==> src/rtl/mc_cu.sv <==
// Multi-cycle control unit for the MIPS-subset CPU: sequences IF/ID/EXE/MEM/WB
// over a shared ready-handshake memory port, with a multi-cycle HAMM op and a watchdog.
module mc_cu #(
   parameter int HAMM_CYCLES = 2,
   parameter int MEM_TIMEOUT = 0
) (
   input  logic       clock,
   input  logic       reset,
   input  logic [5:0] op,
   input  logic [5:0] func,
   input  logic       z,
   input  logic       mem_ready,
   output logic       mem_req,
   output logic       iord,
   output logic       wir,
   output logic       wpc,
   output logic       wmem,
   output logic       wreg,
   output logic       regrt,
   output logic       m2reg,
   output logic       jal,
   output logic       shift,
   output logic       sext,
   output logic       alusrca,
   output logic [1:0] alusrcb,
   output logic [3:0] aluc,
   output logic [1:0] pcsource,
   output logic [2:0] state,
   output logic       illegal,
   output logic       bus_err
);

   typedef enum logic [2:0] {
      S_IF   = 3'd0,
      S_ID   = 3'd1,
      S_EXE  = 3'd2,
      S_MEM  = 3'd3,
      S_WB   = 3'd4,
      S_HAMM = 3'd5
   } state_t;

   localparam logic [3:0] HAMM_LAST = 4'(HAMM_CYCLES > 1 ? HAMM_CYCLES - 2 : 0);
   localparam logic [7:0] WD_LAST   = 8'(MEM_TIMEOUT > 0 ? MEM_TIMEOUT - 1 : 0);

   state_t     state_q, state_d;
   logic [3:0] hcnt_q, hcnt_d;
   logic [7:0] wcnt_q, wcnt_d;

   logic       r_alu, r_shift, r_hamm, r_jr;
   logic       i_alu, i_lw, i_sw, i_beq, i_bne, i_j, i_jal;
   logic       legal, dec_sext, waiting, wd_exp;
   logic [3:0] alu_code;

   always_comb begin
      r_alu    = 1'b0;
      r_shift  = 1'b0;
      r_hamm   = 1'b0;
      r_jr     = 1'b0;
      i_alu    = 1'b0;
      i_lw     = 1'b0;
      i_sw     = 1'b0;
      i_beq    = 1'b0;
      i_bne    = 1'b0;
      i_j      = 1'b0;
      i_jal    = 1'b0;
      alu_code = 4'b0000;
      if (op == 6'b000000) begin
         case (func)
            6'b100000: r_alu = 1'b1;
            6'b100010: begin r_alu = 1'b1; alu_code = 4'b0100; end
            6'b100100: begin r_alu = 1'b1; alu_code = 4'b0001; end
            6'b100101: begin r_alu = 1'b1; alu_code = 4'b0101; end
            6'b100110: begin r_alu = 1'b1; alu_code = 4'b0010; end
            6'b000000: begin r_shift = 1'b1; alu_code = 4'b0011; end
            6'b000010: begin r_shift = 1'b1; alu_code = 4'b0111; end
            6'b000011: begin r_shift = 1'b1; alu_code = 4'b1111; end
            6'b001000: r_jr = 1'b1;
            6'b110000: begin r_hamm = 1'b1; alu_code = 4'b1011; end
            default: ;
         endcase
      end else begin
         case (op)
            6'b001000: i_alu = 1'b1;
            6'b001100: begin i_alu = 1'b1; alu_code = 4'b0001; end
            6'b001101: begin i_alu = 1'b1; alu_code = 4'b0101; end
            6'b001110: begin i_alu = 1'b1; alu_code = 4'b0010; end
            6'b001111: begin i_alu = 1'b1; alu_code = 4'b0110; end
            6'b100011: i_lw = 1'b1;
            6'b101011: i_sw = 1'b1;
            6'b000100: begin i_beq = 1'b1; alu_code = 4'b0100; end
            6'b000101: begin i_bne = 1'b1; alu_code = 4'b0100; end
            6'b000010: i_j = 1'b1;
            6'b000011: i_jal = 1'b1;
            default: ;
         endcase
      end
      legal    = r_alu | r_shift | r_hamm | r_jr | i_alu | i_lw | i_sw |
                 i_beq | i_bne | i_j | i_jal;
      dec_sext = (op == 6'b001000) | i_lw | i_sw | i_beq | i_bne;
   end

   assign waiting = ((state_q == S_IF) || (state_q == S_MEM)) && !mem_ready;
   assign wd_exp  = (MEM_TIMEOUT > 0) && waiting && (wcnt_q == WD_LAST);
   assign state   = state_q;

   always_comb begin
      state_d  = state_q;
      mem_req  = 1'b0;
      iord     = 1'b0;
      wir      = 1'b0;
      wpc      = 1'b0;
      wmem     = 1'b0;
      wreg     = 1'b0;
      regrt    = 1'b0;
      m2reg    = 1'b0;
      jal      = 1'b0;
      shift    = 1'b0;
      sext     = 1'b0;
      alusrca  = 1'b0;
      alusrcb  = 2'b00;
      aluc     = 4'b0000;
      pcsource = 2'b00;
      illegal  = 1'b0;
      bus_err  = 1'b0;
      case (state_q)
         S_IF: begin
            mem_req = 1'b1;
            alusrcb = 2'b01;
            if (mem_ready) begin
               wir     = 1'b1;
               wpc     = 1'b1;
               state_d = S_ID;
            end else if (wd_exp) begin
               bus_err = 1'b1;
            end
         end
         S_ID: begin
            alusrcb = 2'b11;
            state_d = S_EXE;
            if (i_j || i_jal) begin
               wpc      = 1'b1;
               pcsource = 2'b11;
               wreg     = i_jal;
               jal      = i_jal;
               state_d  = S_IF;
            end else if (r_jr) begin
               wpc      = 1'b1;
               pcsource = 2'b10;
               state_d  = S_IF;
            end else if (!legal) begin
               illegal = 1'b1;
               state_d = S_IF;
            end
         end
         S_EXE: begin
            alusrca = 1'b1;
            shift   = r_shift;
            alusrcb = (i_alu || i_lw || i_sw) ? 2'b10 : 2'b00;
            sext    = dec_sext;
            aluc    = alu_code;
            if (i_beq || i_bne) begin
               pcsource = 2'b01;
               wpc      = i_beq ? z : ~z;
               state_d  = S_IF;
            end else if (i_lw || i_sw) begin
               state_d = S_MEM;
            end else if (r_hamm && HAMM_CYCLES > 1) begin
               state_d = S_HAMM;
            end else begin
               state_d = S_WB;
            end
         end
         S_HAMM: begin
            alusrca = 1'b1;
            aluc    = 4'b1011;
            if (hcnt_q == HAMM_LAST) state_d = S_WB;
         end
         S_MEM: begin
            mem_req = 1'b1;
            iord    = 1'b1;
            wmem    = i_sw;
            if (mem_ready) begin
               state_d = i_lw ? S_WB : S_IF;
            end else if (wd_exp) begin
               bus_err = 1'b1;
               state_d = S_IF;
            end
         end
         S_WB: begin
            wreg    = 1'b1;
            m2reg   = i_lw;
            regrt   = i_alu | i_lw;
            state_d = S_IF;
         end
         default: state_d = S_IF;
      endcase
      // Reset aborts the instruction without any partial write reaching the datapath.
      if (reset) begin
         state_d = S_IF;
         wir     = 1'b0;
         wpc     = 1'b0;
         wmem    = 1'b0;
         wreg    = 1'b0;
         mem_req = 1'b0;
         illegal = 1'b0;
         bus_err = 1'b0;
      end
      hcnt_d = (!reset && state_q == S_HAMM) ? hcnt_q + 4'd1 : 4'd0;
      if (reset || bus_err || state_d != state_q) wcnt_d = 8'd0;
      else if (waiting)                            wcnt_d = wcnt_q + 8'd1;
      else                                         wcnt_d = wcnt_q;
   end

   always_ff @(posedge clock) begin
      state_q <= state_d;
      hcnt_q  <= hcnt_d;
      wcnt_q  <= wcnt_d;
   end

endmodule

==> config.mk <==
export PLATFORM = sky130hd
export DESIGN_NAME = mc_cu
export DESIGN_NICKNAME = d
export VERILOG_FILES = /design/src/rtl/mc_cu.sv
export SDC_FILE = /design/constraint.sdc
export NUM_CORES = 1
export LEC_CHECK = 0
export CAP_MARGIN = 20
export CORE_MARGIN = 2
export CORE_UTILIZATION = 38
export DETAILED_ROUTE_END_ITERATION = 12
export PLACE_DENSITY = 0.74
export SETUP_SLACK_MARGIN = 0.2
export SYNTH_ARGS = -nofsm -noshare
export SYNTH_HDL_FRONTEND = slang
export SYNTH_SLANG_ARGS = --single-unit
==> constraint.sdc <==
create_clock -name clock -period 1.75 [get_ports clock]
set_clock_uncertainty 0.1 [all_clocks]
set_input_delay 0.2625 -clock clock [delete_from_list [all_inputs] [get_ports clock]]
set_output_delay 0.2625 -clock clock [all_outputs]
set_load 0.005 [all_outputs]
==> results of run 1 <==
## metrics by stage
stage               setup WS [ns]  utilization  hold WS (ns)
global placement           -0.851        0.746         0.358
floorplan                   0.115            -         0.337
CTS                        -0.274        0.930         0.389
detailed placement         -0.908        0.746         0.382
## kinds of logic after synthesis
group | synth area share
AO/OA/AOI/OAI | 0.257
XOR/XNOR | 0.0362
adder cells (fa/ha/maj) | 0.0259
buffers and inverters | 0.0802
flip-flops | 0.145
multiplexers | 0.0103
other | 0.00388
AND/OR/NAND/NOR | 0.441
## what timing repair did
| item | in CTS |
|---|---|
| gates resized for setup | 201 |
| pin swaps | 26 |
| setup endpoints to repair | 27 |
| buffers inserted | 31 |
| cloned | 1 |
==> results by group, run 1 <==
Outcome
  – Status: aborted with a tool error
  – Fail Step: global routing
  – Halt Reason: [ERROR DPL-0038] Utilization greater than 100%, impossible to legalize

Floorplanning
  – Row count: 18
  – Initial Util: 0.394
  – # IOs: 41
  – Die Height: 54.5 µm
  – Die width: ~54 µm

Clock network
  – Root Driver: clkbuf_4
  – Clock buffer count from CTS: 3
  – CTS Sinks: 7
  – Bufs on Longest Clock Path: 2
  – Hold_buf cts: 0
  – H-tree levels: 1

Logic synthesis
  – Post-synth EDFFs: 0
  – Distinct cells, synth: slightly above 50
  – Register bit total from synthesis: 7
  – Post-synth top area share: 0.145
  – Mapped Cells: approximately 150
  – Post-Syn Area: 967 µm²
  – Sequential fraction of the synthesis area: 0.145
  – Ys flop type: dfxtp_1
  – Ranking of synthesized cells by area: dfxtp_1 (14%), nor3_1 (5.2%), nor2_1 (5.0%)
  – Async S/R FF share, synth: 0
  – Commonest cells in the netlist: nor2_1 (13), nand2_1 (11), nor3_1 (10), a21oi_1 (8)
  – Post-Syn Nets: roughly 160
  – YS warnings: 0
  – Count leader, synth: nor2_1
  – Top cell type by total area after synthesis: dfxtp_1
  – Mean Syn Cell Area: approximately 6.7 µm²

Placed design
  – Dpl cell area: 0.00183 mm²
  – DP Cell Count: approximately 260
  – Post-DP HPWL: between 3000 and 4000 µm
  – Routability congestion estimate: 0.904
  – Port Buf Inserts: 39

GRT
  – Largest net degree at the start of global routing: 9

Timing
  – Worst EP post-GRT repair: wpc
  – Worst EP Category: top-level output
==> run 2, diff against run 1 <==
==> config.mk (replaced) <==
export PLATFORM = sky130hd
export DESIGN_NAME = mc_cu
export DESIGN_NICKNAME = d
export VERILOG_FILES = /design/src/rtl/mc_cu.sv
export SDC_FILE = /design/constraint.sdc
export NUM_CORES = 1
export LEC_CHECK = 0
export CAP_MARGIN = 20
export CORE_AREA = 2 2 63 65
export DETAILED_ROUTE_END_ITERATION = 12
export DIE_AREA = 0 0 65 67
export PLACE_DENSITY_LB_ADDON = 0.15
export SYNTH_ARGS = -nofsm -noshare
export SYNTH_HDL_FRONTEND = slang
export SYNTH_SLANG_ARGS = --single-unit
==> constraint.sdc (replaced) <==
create_clock -name clock -period 2.3 [get_ports clock]
set_clock_uncertainty 0.1 [all_clocks]
set_input_delay 0.345 -clock clock [delete_from_list [all_inputs] [get_ports clock]]
set_output_delay 0.345 -clock clock [all_outputs]
set_load 0.005 [all_outputs]
==> run 2 against run 1 <==
The run now ends clean. Synthesized area stayed put. Synthesized cell count is the same.
==> results by group, run 2 <==
Drt
  – DR vias/cell: between 4 and 5
  – Post-route DRC: 0
  – DR vias: about 1.4k
  – Pre-antenna DRT Iters: 4
  – Detail Route Antenna Nets: 0
  – Wire per inst: roughly 13 µm
  – Final WL: around 3700 µm
  – First DRT Iteration DRCs: between 60 and 70

Outcome
  – Status: finished clean

Logic synthesis
  – Post-Syn Nets: roughly 160
  – Ys flop type: dfxtp_1
  – YS warnings: 0
  – Ranking of synthesized cells by area: dfxtp_1 (14%), nor3_1 (5.2%), nor2_1 (5.0%)
  – Post-Syn Area: around 970 µm²
  – Mux cell area share after synthesis: 0.0103
  – Post-Synth XOR/XNOR Area: 0.0362
  – Async S/R FF share, synth: 0
  – Count leader, synth: nor2_1
  – Simple-gate share of the synthesized area: 0.441
  – Distinct cells, synth: between 50 and 60
  – Post-synth top area share: 0.145
  – Mapped Cells: 145
  – Compound-gate portion of the synthesized area: 0.257
  – Post-synth EDFFs: 0
  – Sequential fraction of the synthesis area: 0.145
  – Top cell type by total area after synthesis: dfxtp_1
  – Main combinational cell family by area after synthesis: simple AND/OR/NAND/NOR gates
  – Commonest cells in the netlist: nor2_1 (13), nand2_1 (11), nor3_1 (10), a21oi_1 (8)
  – Mean Syn Cell Area: approximately 6.7 µm²
  – Register bit total from synthesis: 7
  – Adder-Cell Fraction of Synth Area: 0.0259

GRT
  – Grt total ovfl: 0
  – Largest net degree at the start of global routing: 12
  – Vias in the first global route: between 1k and 1.5k
  – Global-route wire length before repair: 6020 µm
  – Initial antenna violation count: 0
  – All-layer global routing usage: 0.177

Timing
  – Max frequency: between 0.4 and 0.5 GHz
  – Final min period: approximately 2.2 ns
  – # setup viols final: 0
  – Fin. max-slew vios: 0
  – Worst hold margin: ~0.38 ns
  – Tcrit/Tclk final: 0.975
  – RSZ-0062 raised after global routing: no
  – Hold Vio Cnt, Final: 0

Power and ir drop
  – Pleak: ~0.9 nW
  – PD cells: around 250 mW/mm²
  – VDD IR-drop max: roughly 0.17 mV
  – Tot Pwr: approximately 0.00048 W

Finish
  – Share of cells above drive strength 1: 0.413
  – Most frequent cells in the layout: buf_4 (54), clkdlybuf4s50_1 (12), dlygate4sd2_1 (12)
  – Area growth, synth to finish: 99.1%
  – Largest register FFs: 4
  – Seq. cell area: 143 µm²
  – Most common cell after layout, fill and taps aside: buf_4
  – Reg with most FFs: hcnt_q
  – Final nets: roughly 250
  – Multi-input logic area: 863 µm²
  – Fin area: 0.00193 mm²
  – Ant diodes: 0
  – Fillers: roughly 360
  – Final core utilization: 0.534

Floorplanning
  – Initial Util: 0.268
  – Die Height: 67 µm
  – Die area: roughly 0.0044 mm²
  – Die width: 65 µm
  – # IOs: 41
  – Row count: 22
  – Core Region: approximately 0.0036 mm²

Clock network
  – Root Driver: clkbuf_8
  – Bufs on Longest Clock Path: 2
  – H-tree levels: 1
  – Hold_buf cts: 0
  – CTS Sinks: 7
  – Clock buffer count from CTS: 3
  – Worst-Skew Late Latency: 0.23 ns
  – CTS tree: built
  – Clk slew on worst S/H paths: about 0.04 ns

Critical path
  – Critical path arrival: between 1.5 and 2 ns
  – Startpoint Class: primary input
  – Worst setup path startpoint: reset
  – Reg2Reg Launch Point: state[1]$_SDFFE_PP0P_
  – Worst R2R Setup Slack: approximately 0.53 ns
  – Crit-path cells: clkdlybuf4s50_1 > buf_4 > nor4_1 > clkdlybuf4s50_1
  – Reg-to-Reg End: state[1]$_SDFFE_PP0P_
  – Critical Path Max Stage Delay: about 0.56 ns
  – Crit end category: primary output
  – Crit path top cell by count: clkdlybuf4s50_1
  – Slowest cell on crit path: clkdlybuf4s50_1
  – Crit-path max FO: 3
  – Crit path kind: primary input to primary output
  – R2R depth: 5
  – Worst Path Required: 1.86 ns

Worst hold path
  – WHS Endpoint: hcnt_q[0]$_SDFF_PN0_
  – Type of the most critical hold path: flop to flop
  – Hold path cells: 1
  – Hold Crit Start: hcnt_q[0]$_SDFF_PN0_

Placed design
  – Routability congestion estimate: about 0.84
  – Port Buf Inserts: 39
  – Post-DP HPWL: 2930 µm
  – Dpl cell area: between 0.0015 and 0.002 mm²

Job
  – Max-cap violations: 0
==> run 2: cell counts after synthesis <==
No cell type changed its count.
==> run 2: metrics by stage <==
| stage | setup WS, ns | instances | TNS [ns] |
|---|---|---|---|
| after floorplan | 0.280 | 145 | 0 |
| after CTS | 0.000146 | 285 | 0 |
| after global placement | -0.557 | 271 | -7.45 |
| final | 0.0580 | 283 | 0 |
| after global routing | 0.0173 | 283 | 0 |
| after detailed placement | -0.577 | 271 | -7.73 |
==> run 2: kinds of logic after synthesis <==
kind of cell	after synthesis
buffers and inverters	18
and+or+nand+nor	76
adders and majority gates	2
xor gates and xnor gates	4
other	1
AOI/OAI and AO/OA	36
DFF	7
muxes	1
==> run 2: timing repair <==
action,in CTS,in global routing
endpoints found under the setup margin,17,10
gates resized for setup,77,14
buffers inserted,10,0
pin swaps,11,7
==> run 2: layer usage <==
layer  global-route usage  share of wire  vias up
met3               0.0270          0.039        2
met2                0.340           0.51       30
met1                0.204           0.44      639
met5                    0              0        -
met4               0.0426         0.0084        0
li1                     -              -      721
==> run 2: worst max-delay path, delay by kind of cell <==
family	cells	cell delay [ns]
buffers and inverters	3	1.23
and+or+nand+nor	1	0.22
==> run 2: worst max-delay path by stage <==
| stage | end | slack [ns] |
|---|---|---|
| global placement | wmem | -0.56 |
| floorplan | wpc | 0.28 |
| detailed placement | alusrcb[1] | -0.58 |
| global route | state[2]$_SDFFE_PP0P_ | 0.02 |
| finish | wir | 0.06 |
| CTS | wreg | 0.0001 |
==> run 2: final cells by class <==
type                       instances  area share
multi-input combinational        120       0.448
timing repair buffer              96       0.407
sequential                         7      0.0741
tap                               48      0.0312
clock buffer                       4      0.0234
inverter                           8      0.0156
==> run 2: where the power goes <==
group / switching (W) / internal [W]
clock: 0.0000502 / 0.000120
sequential: 0.00000193 / 0.000124
combinational: 0.0000889 / 0.0000981
Note: power is estimated with default switching activity, not from simulation.
